**config.mk**
```make
export PLATFORM = sky130hd
export DESIGN_NAME = output_accum_ram
export DESIGN_NICKNAME = d
export VERILOG_FILES = /design/src/rtl/nn_pkg.sv /design/src/rtl/output_accum_ram_sat_add.sv /design/src/rtl/output_accum_ram.sv
export SDC_FILE = /design/constraint.sdc
export NUM_CORES = 1
export LEC_CHECK = 0
export ABC_CLOCK_PERIOD_IN_PS = 4600
export CAP_MARGIN = 10
export CORE_UTILIZATION = 60
export CTS_CLUSTER_DIAMETER = 60
export DETAILED_ROUTE_END_ITERATION = 10
export GPL_ROUTABILITY_DRIVEN = 0
export PLACE_DENSITY_LB_ADDON = 0.08
export SLEW_MARGIN = 20
export SYNTH_ARGS = -nofsm -noshare
export SYNTH_HDL_FRONTEND = slang
export SYNTH_HIERARCHICAL = 1
export SYNTH_SLANG_ARGS = --single-unit
```
**constraint.sdc**
```tcl
create_clock -name clock -period 4.6 [get_ports clock]
set_input_delay 0.46 -clock clock [delete_from_list [all_inputs] [get_ports clock]]
set_output_delay 0.46 -clock clock [all_outputs]
set_load 0.01 [all_outputs]
```
**src/rtl/nn_pkg.sv**
```systemverilog
// Shared definitions for the convolution datapath: op mode encoding,
// default word width and signed saturation limits.
package nn_pkg;

  localparam int NN_DATA_WIDTH = 16;

  typedef enum logic {
    MODE_OVERWRITE = 1'b0,
    MODE_ACCUM     = 1'b1
  } mode_e;

  function automatic longint sat_max(input int w);
    return (longint'(1) <<< (w - 1)) - 1;
  endfunction

  function automatic longint sat_min(input int w);
    return -(longint'(1) <<< (w - 1));
  endfunction

endpackage

```
**src/rtl/output_accum_ram_sat_add.sv**
```systemverilog
// Combinational signed adder for partial-sum accumulation.
// OUTPUT_ACCUM_RAM_SAT_EN selects clamping; otherwise the sum wraps.
module sat_add
  import nn_pkg::*;
#(
  parameter int DATA_WIDTH = NN_DATA_WIDTH
) (
  input  logic signed [DATA_WIDTH-1:0] a_i,
  input  logic signed [DATA_WIDTH-1:0] b_i,
  output logic signed [DATA_WIDTH-1:0] sum_o,
  output logic                         clamp_o
);

  logic signed [DATA_WIDTH:0] sum_full;
  logic                       ovf;

  assign sum_full = {a_i[DATA_WIDTH-1], a_i} + {b_i[DATA_WIDTH-1], b_i};
  // Overflow when the extra sign bit disagrees with the result sign bit.
  assign ovf      = sum_full[DATA_WIDTH] ^ sum_full[DATA_WIDTH-1];

`ifdef OUTPUT_ACCUM_RAM_SAT_EN
  localparam logic signed [DATA_WIDTH-1:0] MAX_V = DATA_WIDTH'(sat_max(DATA_WIDTH));
  localparam logic signed [DATA_WIDTH-1:0] MIN_V = DATA_WIDTH'(sat_min(DATA_WIDTH));

  always_comb begin
    sum_o   = sum_full[DATA_WIDTH-1:0];
    clamp_o = 1'b0;
    if (ovf) begin
      sum_o   = sum_full[DATA_WIDTH] ? MIN_V : MAX_V;
      clamp_o = 1'b1;
    end
  end
`else
  assign sum_o   = sum_full[DATA_WIDTH-1:0];
  assign clamp_o = 1'b0 & ovf;
`endif

endmodule

```
**src/rtl/output_accum_ram.sv**
```systemverilog
// Result buffer with overwrite / signed accumulate, registered read port,
// valid tracking, single-cycle clear and sticky saturation status.
module output_accum_ram
  import nn_pkg::*;
#(
  parameter  int DATA_WIDTH = NN_DATA_WIDTH,
  parameter  int DEPTH      = 8,
  localparam int ADDR_WIDTH = $clog2(DEPTH)
) (
  input  logic                         clock,
  input  logic                         reset,
  input  logic [ADDR_WIDTH-1:0]        address,
  input  logic signed [DATA_WIDTH-1:0] write_data,
  input  logic                         enable,
  input  logic                         write,
  input  logic                         accumulate,
  input  logic                         clear,
  input  logic                         read_enable,
  input  logic [ADDR_WIDTH-1:0]        read_address,
  output logic signed [DATA_WIDTH-1:0] read_data,
  output logic                         read_valid,
  output logic                         read_hit,
  output logic [ADDR_WIDTH:0]          valid_count,
  output logic                         sat_flag
);

  localparam logic [ADDR_WIDTH:0] DEPTH_L = (ADDR_WIDTH + 1)'(DEPTH);

  logic signed [DATA_WIDTH-1:0] mem_q [DEPTH];
  logic [DEPTH-1:0]             valid_q, valid_d;
  logic [ADDR_WIDTH:0]          cnt_q, cnt_d;
  logic                         sat_q, sat_d;

  logic                         p_vld_q;
  logic [ADDR_WIDTH-1:0]        p_addr_q;
  logic signed [DATA_WIDTH-1:0] p_data_q;
  mode_e                        p_mode_q;

  logic                         accept, commit, is_acc, acc_clamp;
  logic signed [DATA_WIDTH-1:0] old_val, acc_sum, result;

  logic                         rd_in_range, rd_fwd, rd_hit_d;
  logic signed [DATA_WIDTH-1:0] rd_data_d, rd_data_q;
  logic                         rd_valid_q, rd_hit_q;

  // Stage 0: accept op into pending stage P; out-of-range targets are dropped here.
  assign accept = enable && write && ({1'b0, address} < DEPTH_L);

  always_ff @(posedge clock) begin
    if (reset) p_vld_q <= 1'b0;
    else       p_vld_q <= accept;
  end

  always_ff @(posedge clock) begin
    if (accept) begin
      p_addr_q <= address;
      p_data_q <= write_data;
      p_mode_q <= accumulate ? MODE_ACCUM : MODE_OVERWRITE;
    end
  end

  // Stage 1: read-modify-write of P against committed memory.
  assign commit  = p_vld_q && !clear && !reset;
  assign is_acc  = (p_mode_q == MODE_ACCUM);
  assign old_val = valid_q[p_addr_q] ? mem_q[p_addr_q] : '0;

  sat_add #(.DATA_WIDTH(DATA_WIDTH)) u_sat_add (
    .a_i     (old_val),
    .b_i     (p_data_q),
    .sum_o   (acc_sum),
    .clamp_o (acc_clamp)
  );

  assign result = is_acc ? acc_sum : p_data_q;

  always_ff @(posedge clock) begin
    if (commit) mem_q[p_addr_q] <= result;
  end

  always_comb begin
    valid_d = valid_q;
    cnt_d   = cnt_q;
    sat_d   = sat_q;
    if (clear) begin
      valid_d = '0;
      cnt_d   = '0;
      sat_d   = 1'b0;
    end else if (commit) begin
      valid_d[p_addr_q] = 1'b1;
      if (!valid_q[p_addr_q] && cnt_q != DEPTH_L) cnt_d = cnt_q + 1'b1;
      if (is_acc && acc_clamp) sat_d = 1'b1;
    end
  end

  always_ff @(posedge clock) begin
    if (reset) begin
      valid_q <= '0;
      cnt_q   <= '0;
      sat_q   <= 1'b0;
    end else begin
      valid_q <= valid_d;
      cnt_q   <= cnt_d;
      sat_q   <= sat_d;
    end
  end

  // Read port: the op in P is forwarded so the read reflects all earlier ops.
  assign rd_in_range = ({1'b0, read_address} < DEPTH_L);
  assign rd_fwd      = p_vld_q && (p_addr_q == read_address);
  assign rd_hit_d    = rd_in_range && (rd_fwd || valid_q[read_address]);
  assign rd_data_d   = !rd_hit_d ? '0 : (rd_fwd ? result : mem_q[read_address]);

  always_ff @(posedge clock) begin
    if (reset) begin
      rd_valid_q <= 1'b0;
      rd_hit_q   <= 1'b0;
      rd_data_q  <= '0;
    end else begin
      rd_valid_q <= read_enable;
      if (read_enable) begin
        rd_hit_q  <= rd_hit_d;
        rd_data_q <= rd_data_d;
      end
    end
  end

  assign read_data   = rd_data_q;
  assign read_valid  = rd_valid_q;
  assign read_hit    = rd_hit_q;
  assign valid_count = cnt_q;
  assign sat_flag    = sat_q;

endmodule

```
==> results.md <==
* Seq/Total Area, Yosys at 0.5676
* YS warnings at 6
* Fin nets at 731
* Post-CTS Setup Bufs at 0
* Via Count at 5764
* First-pass GRT wire length at 33.14 mm
* CP arrival at 4.24 ns
* Layout cells sized above 1 at 0.2023
* DRT antenna net count at 0
* Number of max-cap violations at 0
* Switching power at 0.8226 mW
* DRC viols at 0
* Max incr delay on CP at 0.56 ns
* Final WL at 21.16 mm
* Cell depth of the worst setup path at 13
* Area Overhead vs Synth at 15.22%
* Slowest CP cell: edfxtp_1
* Avg Inst Size Synth at 14.32 µm²
* Largest net degree at the start of global routing at 31
* Run status: complete, no violations
* Worst-case clock skew at 0.01376 ns
* Count of final setup violators at 0
* Clock sinks at 183
* CP required at 4.73 ns
* Leakage power at 3.698 nW
* R2R Setup Slk at 0.49 ns
* HP Class: reg -> reg
* Top cell family by delay on the critical path: compound AO/OA/AOI/OAI gates
* Seq cells post-synth at 183
* Crit end category: flop
* Distinct cells, synth at 55
* Worst rel slew slack at 0.3527
* Setup TNS at 0 ns
* Mapped Nets at 680
* Clk pwr share at 0.415
* Clock root buffer: clkbuf_16
* Grt ovf at 0
* PwrDens at 360.6 nW/µm²
* Worst-path clk slew at 0.07 ns
* RSZ-0062 raised after global routing: false
* Tcrit/Tclk final at 0.8930
* Crit-path cells: mux2i_1, o32ai_1, nor3_2, buf_4, nor2_1, ha_1, a211oi_2, nor3_2, o211ai_2, o21ai_1, xnor2_1, mux2i_1, inv_1
* Critical path startpoint category: flop
* Placed insts at 849
* Capture point of the worst path: mem_q[6][15]
* Die ar. at 15600 µm²
* Synth Cell Area at 9065 µm²
* Crit path buffers/inverters at 2
* CTS H-tree lvls at 4
* Final Slew Violations at 0
* Worst-skew pair later-pin latency at 0.44 ns
* Post-layout min period at 4.108 ns
* DR pass1 iterations at 5
* Combinational Power Share at 0.091
* Max Clock Freq at 0.2434 GHz
* Chip Height at 124.9 µm
* Core Area at 14640 µm²
* Crit path kind: reg -> reg
* Routed WL per cell at 24.02 µm
* Initial antenna violation count at 0
* Max VDD drop at 0.2995 mV
* Vias in the first global route at 5926
* Routed vias/inst at 6.543
* Async S/R FF share, synth at 0
* Slew @ Worst Pin at 0.9699 ns
* Most used DFF post-synth: edfxtp_1
* Cells on worst reg2reg path at 13
* Register share of total power at 0.494
* Reg-to-reg endpoint: mem_q[6][15]
* TritonCTS clock tree: done
* Hold-fix buffers at CTS at 0
* Die Width at 124.9 µm
* Reg-to-Reg Start: p_addr_q[1]
* Post-synth EDFFs at 148
* CP Launch Point: p_addr_q[1]
* Largest buffer count on any clock path at 2
* Core Util, Final at 0.7133
* Final hold viol count at 0
* GRT Overall Usage at 0.2895
* Sw frac at 0.2184
* FP Rows at 44
* Crit Path Max Fanout at 16
* DRT iter0 DRCs at 606
* Finished Layout Cells at 881
* Starting Density at 0.6190
* PostCTS Resize Cnt at 0
* Number of antenna diodes at 0
* Post-Syn Instances at 633
* Detail Placement HPWL at 14.03 mm
* IO Pins at 52
* Port buffer count at 51
* Total CTS buffers at 17
* Power Internal at 2.944 mW
## layout make-up
cell class	count	area, µm²
fill	957	4199
inverter	22	82.58
sequential	183	5146
clock inverter	15	207.7
tap	184	230.2
clock buffer	17	425.4
timing repair buffer	76	730.7
multi-input combinational	384	3622
## per-stage QoR
step           hold slack [ns]  worst slack [ns]  total power, mW  instance area, µm²
3_3_place_gp            0.4610            0.6400            2.231                9812
6_report                0.4745            0.4921            3.767               10450
5_1_grt                 0.5000            0.3010            3.868               10450
3_5_place_dp            0.4640            0.5776            2.237                9812
2_1_floorplan           0.4356             1.011            2.124                9065
4_1_cts                 0.4772            0.5209            3.782               10450
## worst register-to-register path: stages, from the launching register on
cell and delay [ns]:
edfxtp_1 0.56, mux2i_1 0.20, o32ai_1 0.55, nor3_2 0.12, buf_4 0.23, nor2_1 0.23, ha_1 0.30, a211oi_2 0.27
nor3_2 0.09, o211ai_2 0.31, o21ai_1 0.17, xnor2_1 0.15, mux2i_1 0.39, inv_1 0.24
## cells in the mapped netlist, types with 6 or more instances
cell      number  area share
nand3_1        9      0.0050
mux2i_1       54       0.060
dfxtp_1       35       0.077
ha_1          17       0.023
buf_2         12      0.0066
mux2_2        19       0.024
xnor2_1       11       0.011
edfxtp_1     148        0.49
nand2_1       18      0.0075
o32ai_1       16       0.015
nor3_1        18      0.0099
a21oi_1       31       0.017
a21o_1         9      0.0075
xor2_1         6      0.0058
mux4_2        49        0.12
clkbuf_1      20      0.0083
inv_1         22      0.0091
a22o_1        15       0.014
nor2_1        51       0.021
buf_4         10      0.0083
## sequential cells by signal, indices dropped and copies added (netlist names), named ones only
register	cells
p_data_q	16
mem_q	128
p_addr_q	3
read_hit	1
valid_count	4
read_valid	1
p_vld_q	1
read_data	16
is_acc	1
valid_q	8
sat_flag	1
## routing by layer
metal  routed length, µm  track usage  vias to the layer above
li1                    -            -                     2583
met1                8658       0.3704                     2938
met2               10890       0.4884                      195
met3                 877      0.04682                       48
met4                 733       0.1356                        0
met5                   0            0                        -
## power groups by stage
| stage | sequential (mW) | combinational [mW] | clock [mW] |
|---|---|---|---|
| floorplan | 1.87 | 0.253 | 0 |
| global placement | 1.89 | 0.336 | 0 |
| detailed placement | 1.90 | 0.342 | 0 |
| CTS | 1.86 | 0.344 | 1.58 |
| global route | 1.86 | 0.368 | 1.64 |
| finish | 1.86 | 0.344 | 1.56 |
## cells in the final DEF (no fill, tap or decap), drive strengths merged, types with 2 or more instances in the layout
master | synthesis | layout
a211o | 2 | 2
a21o | 9 | 9
a21oi | 31 | 31
a22o | 15 | 15
a31oi | 3 | 3
and4 | 2 | 2
buf | 24 | 26
bufinv | 0 | 5
clkbuf | 20 | 17
clkdlybuf4s50 | 0 | 50
clkinv | 0 | 6
clkinvlp | 0 | 3
dfxtp | 35 | 35
edfxtp | 148 | 148
ha | 17 | 17
inv | 22 | 23
mux2 | 20 | 20
mux2i | 54 | 54
mux4 | 49 | 49
nand2 | 18 | 18
nand2b | 3 | 3
nand3 | 9 | 9
nand4 | 4 | 4
nor2 | 51 | 51
nor2b | 2 | 2
nor3 | 23 | 23
nor4 | 2 | 2
o2111ai | 2 | 2
o211ai | 4 | 4
o21a | 3 | 3
o21ai | 11 | 11
o32ai | 16 | 16
or2 | 2 | 2
xnor2 | 11 | 11
xor2 | 6 | 6
## cell families (layout without fill, tap and decap cells)
family,after synthesis,after routing,synth area share
DFF,183,183,0.5676
muxes,123,123,0.2066
and+or+nand+nor,122,122,0.06818
AOI/OAI and AO/OA,103,103,0.08116
buffers and inverters,66,130,0.03395
adders and majority gates,18,18,0.02567
xor gates and xnor gates,17,17,0.01642
other,1,1,0.0004137
## worst min-delay path by stage
stage,from,to,cells after the start
final,read_data[7],read_data[7],2
after global routing,read_data[4],read_data[4],2
after CTS,read_hit,read_hit,2
after detailed placement,read_hit,read_hit,2
after global placement,read_data[13],read_data[13],2
after floorplan,valid_q[0],valid_q[0],1
Power figures use the tool's default switching activity.
==> edit: new RTL, config.mk and constraints unchanged <==
Reset style: asynchronous (`reset`), changed in 3 clocked blocks.
--- a/src/rtl/output_accum_ram.sv
+++ b/src/rtl/output_accum_ram.sv
@@ -46,7 +46,7 @@
   // Stage 0: accept op into pending stage P; out-of-range targets are dropped here.
   assign accept = enable && write && ({1'b0, address} < DEPTH_L);
 
-  always_ff @(posedge clock) begin
+  always_ff @(posedge clock or posedge reset) begin
     if (reset) p_vld_q <= 1'b0;
     else       p_vld_q <= accept;
   end
@@ -92,7 +92,7 @@
     end
   end
 
-  always_ff @(posedge clock) begin
+  always_ff @(posedge clock or posedge reset) begin
     if (reset) begin
       valid_q <= '0;
       cnt_q   <= '0;
@@ -110,7 +110,7 @@
   assign rd_hit_d    = rd_in_range && (rd_fwd || valid_q[read_address]);
   assign rd_data_d   = !rd_hit_d ? '0 : (rd_fwd ? result : mem_q[read_address]);
 
-  always_ff @(posedge clock) begin
+  always_ff @(posedge clock or posedge reset) begin
     if (reset) begin
       rd_valid_q <= 1'b0;
       rd_hit_q   <= 1'b0;
Behaviour: differs if reset is asserted again (counterexample within 4 cycles, from zero or initial values and one cycle with reset high); with reset held inactive, the same outputs for 4 cycles.
==> edit against the unedited design <==
Synthesized cell count decreased by 5.1%. Sequential cell count unchanged. Via count decreased by 3.7%. Global-route usage decreased by 0.38 points. Maximum frequency increased by 0.42%. Routed wire length increased by 0.26%. Largest cell class unchanged. Design area increased by 0.32%. Largest power group unchanged. Power decreased by 2.8%. Worst setup slack improved by 0.017 ns. Clock skew decreased by 0.0042 ns. Synthesized area increased by 1.4%.
==> edit: results (changes against the unedited design) <==
Yosys
  • Average size of a mapped cell: 15.3 um2 (+6.9%)
  • Post-synthesis share of cell area spent on xor and xnor gates: 1.52% (-0.12 points)
  • Mux cell area share after synthesis: 23.5% (+2.8 points)
  • Most used standard cells in the synthesized netlist: 148 x edfxtp_1, 67 x mux4_2, 58 x nor2_1
  • Adder-cell share of the synthesized area: 2.53% (-0.037 points)
  • Complex-gate fraction of the synthesized area: 5.69% (-2.4 points)
  • Fraction of registers with async set/reset: 17.5% (+17 points)
  • Sequential area share after synthesis: 57.7% (+0.93 points)
  • Number of distinct standard cells referenced by the synthesized netlist: 58 (+5.5%)

Drt
  • Met2 routed wirelength: 10.9 mm (-0.21%)
  • Detailed-route vias per instance: 6.56 (+0.21%)
  • Aggregate routed wire length: 21.2 mm (+0.26%)
  • Sum of met3 wire segment lengths after detailed routing: 1.46 mm (+67%)
  • Wire length on met1: 8.38 mm (-3.3%)
  • Drt initial violations: 508 (-16%)

Critical path
  • Critical-path maximum fanout: 14 (-2)
  • Capture instance of the worst register-to-register path: read_data[12]
  • Crit path largest cell delay: 0.70 ns (+0.14 ns)
  • Origin of the worst setup path: p_addr_q[0]
  • Critical path's top delay family: multiplexers
  • Crit path arrival time: 4.37 ns (+0.13 ns)

Global route
  • Pin count of the biggest net entering global routing: 33 (+6.5%)
  • Wire length of the first global-routing pass: 32.5 mm (-1.9%)
  • Via count of the first global-routing pass: 5563 (-6.1%)
  • Global-route usage over all layers: 28.6% (-0.38 points)

Power and ir drop
  • Sequential-cell power consumption: between 0.0015 and 0.002 W
  • Cell-internal power: 0.00282 W (-4.2%)
  • Combinational Power Share: 10.7% (+1.6 points)
  • Worst IR drop on VDD: 0.233 mV (-22%)
  • P_leak: 3.70 nW (+0.15%)

Run status
  • Status: completed

Clock tree
  • Worst skew pair latency: 0.42 ns (-0.02 ns)
  • Number of cells upsized or downsized after cts: 0 (unchanged)

Final layout
  • Number of standard cells in the layout, taps in and fillers out: 847 (-3.9%)
  • Layout cell share with drive strength beyond 1: 26.4% (+6.2 points)
  • Fin nets: 697 (-4.7%)

STA
  • Worst Skew: 0.00956 ns (-0.00421 ns)
  • Worst-Margin Slew: 1.05 ns (+0.0833 ns)

Hold path
  • Type of the tightest min-delay check: input pin to asynchronous set/reset pin

Placement
  • HPWL Detailed: 13.8 mm (-1.6%)
  • Post-detailed-placement cell area: 9910 um2 (+1.0%)
[edit: cell types whose count changed after synthesis, sizes merged, moves of 17 or more]
cell | unedited run | this run
a21oi | 31 | 51
dfrtp | 0 | 32
dfxtp | 35 | 3
inv | 22 | 5
mux2 | 20 | 37
mux2i | 54 | 22
mux4 | 49 | 67
[edit: tightest hold or removal path, stage by stage]
cell and delay [ns]:
clkdlybuf4s50_1 0.44, inv_1 0.07, buf_4 0.40
[edit: worst min path at each step]
stage	slack (ns)	endpoint	from
after floorplan	0.47	valid_q[4]	valid_q[4]
after global placement	0.49	sat_flag	sat_flag
after detailed placement	0.51	read_data[6]	read_data[6]
after CTS	0.51	p_vld_q	reset
after global routing	0.55	read_data[6]	read_data[6]
final	0.51	p_vld_q	reset
[edit: through the flow]
step / util [%] / hold slack, ns / setup WS (ns) / total power, W
CTS: 71.0 / 0.515 / 0.502 / 0.00367
floorplan: - / 0.473 / 0.993 / 0.00217
global route: 71.0 / 0.547 / 0.223 / 0.00377
detailed placement: 67.2 / 0.510 / 0.551 / 0.00231
finish: 71.0 / 0.512 / 0.509 / 0.00366
global placement: 67.1 / 0.493 / 0.657 / 0.00230
[edit: area by class of cell]
type | instances | area [um2] | area share (%)
Inverter | 6 | 22.5 | 0.215
Sequential cell | 183 | 5310 | 50.6
Timing Repair Buffer | 72 | 671 | 6.40
Multi-Input combinational cell | 370 | 3680 | 35.1
Clock buffer | 20 | 467 | 4.45
Clock inverter | 12 | 101 | 0.967
Tap cell | 184 | 230 | 2.20
[edit: routing by layer]
layer | vias to the layer above | GRT usage, %
met2 | 251 | 48.3
met4 | 0 | 11.1
met1 | 2799 | 37.2
met5 | - | 0
met3 | 38 | 5.14
li1 | 2465 | -
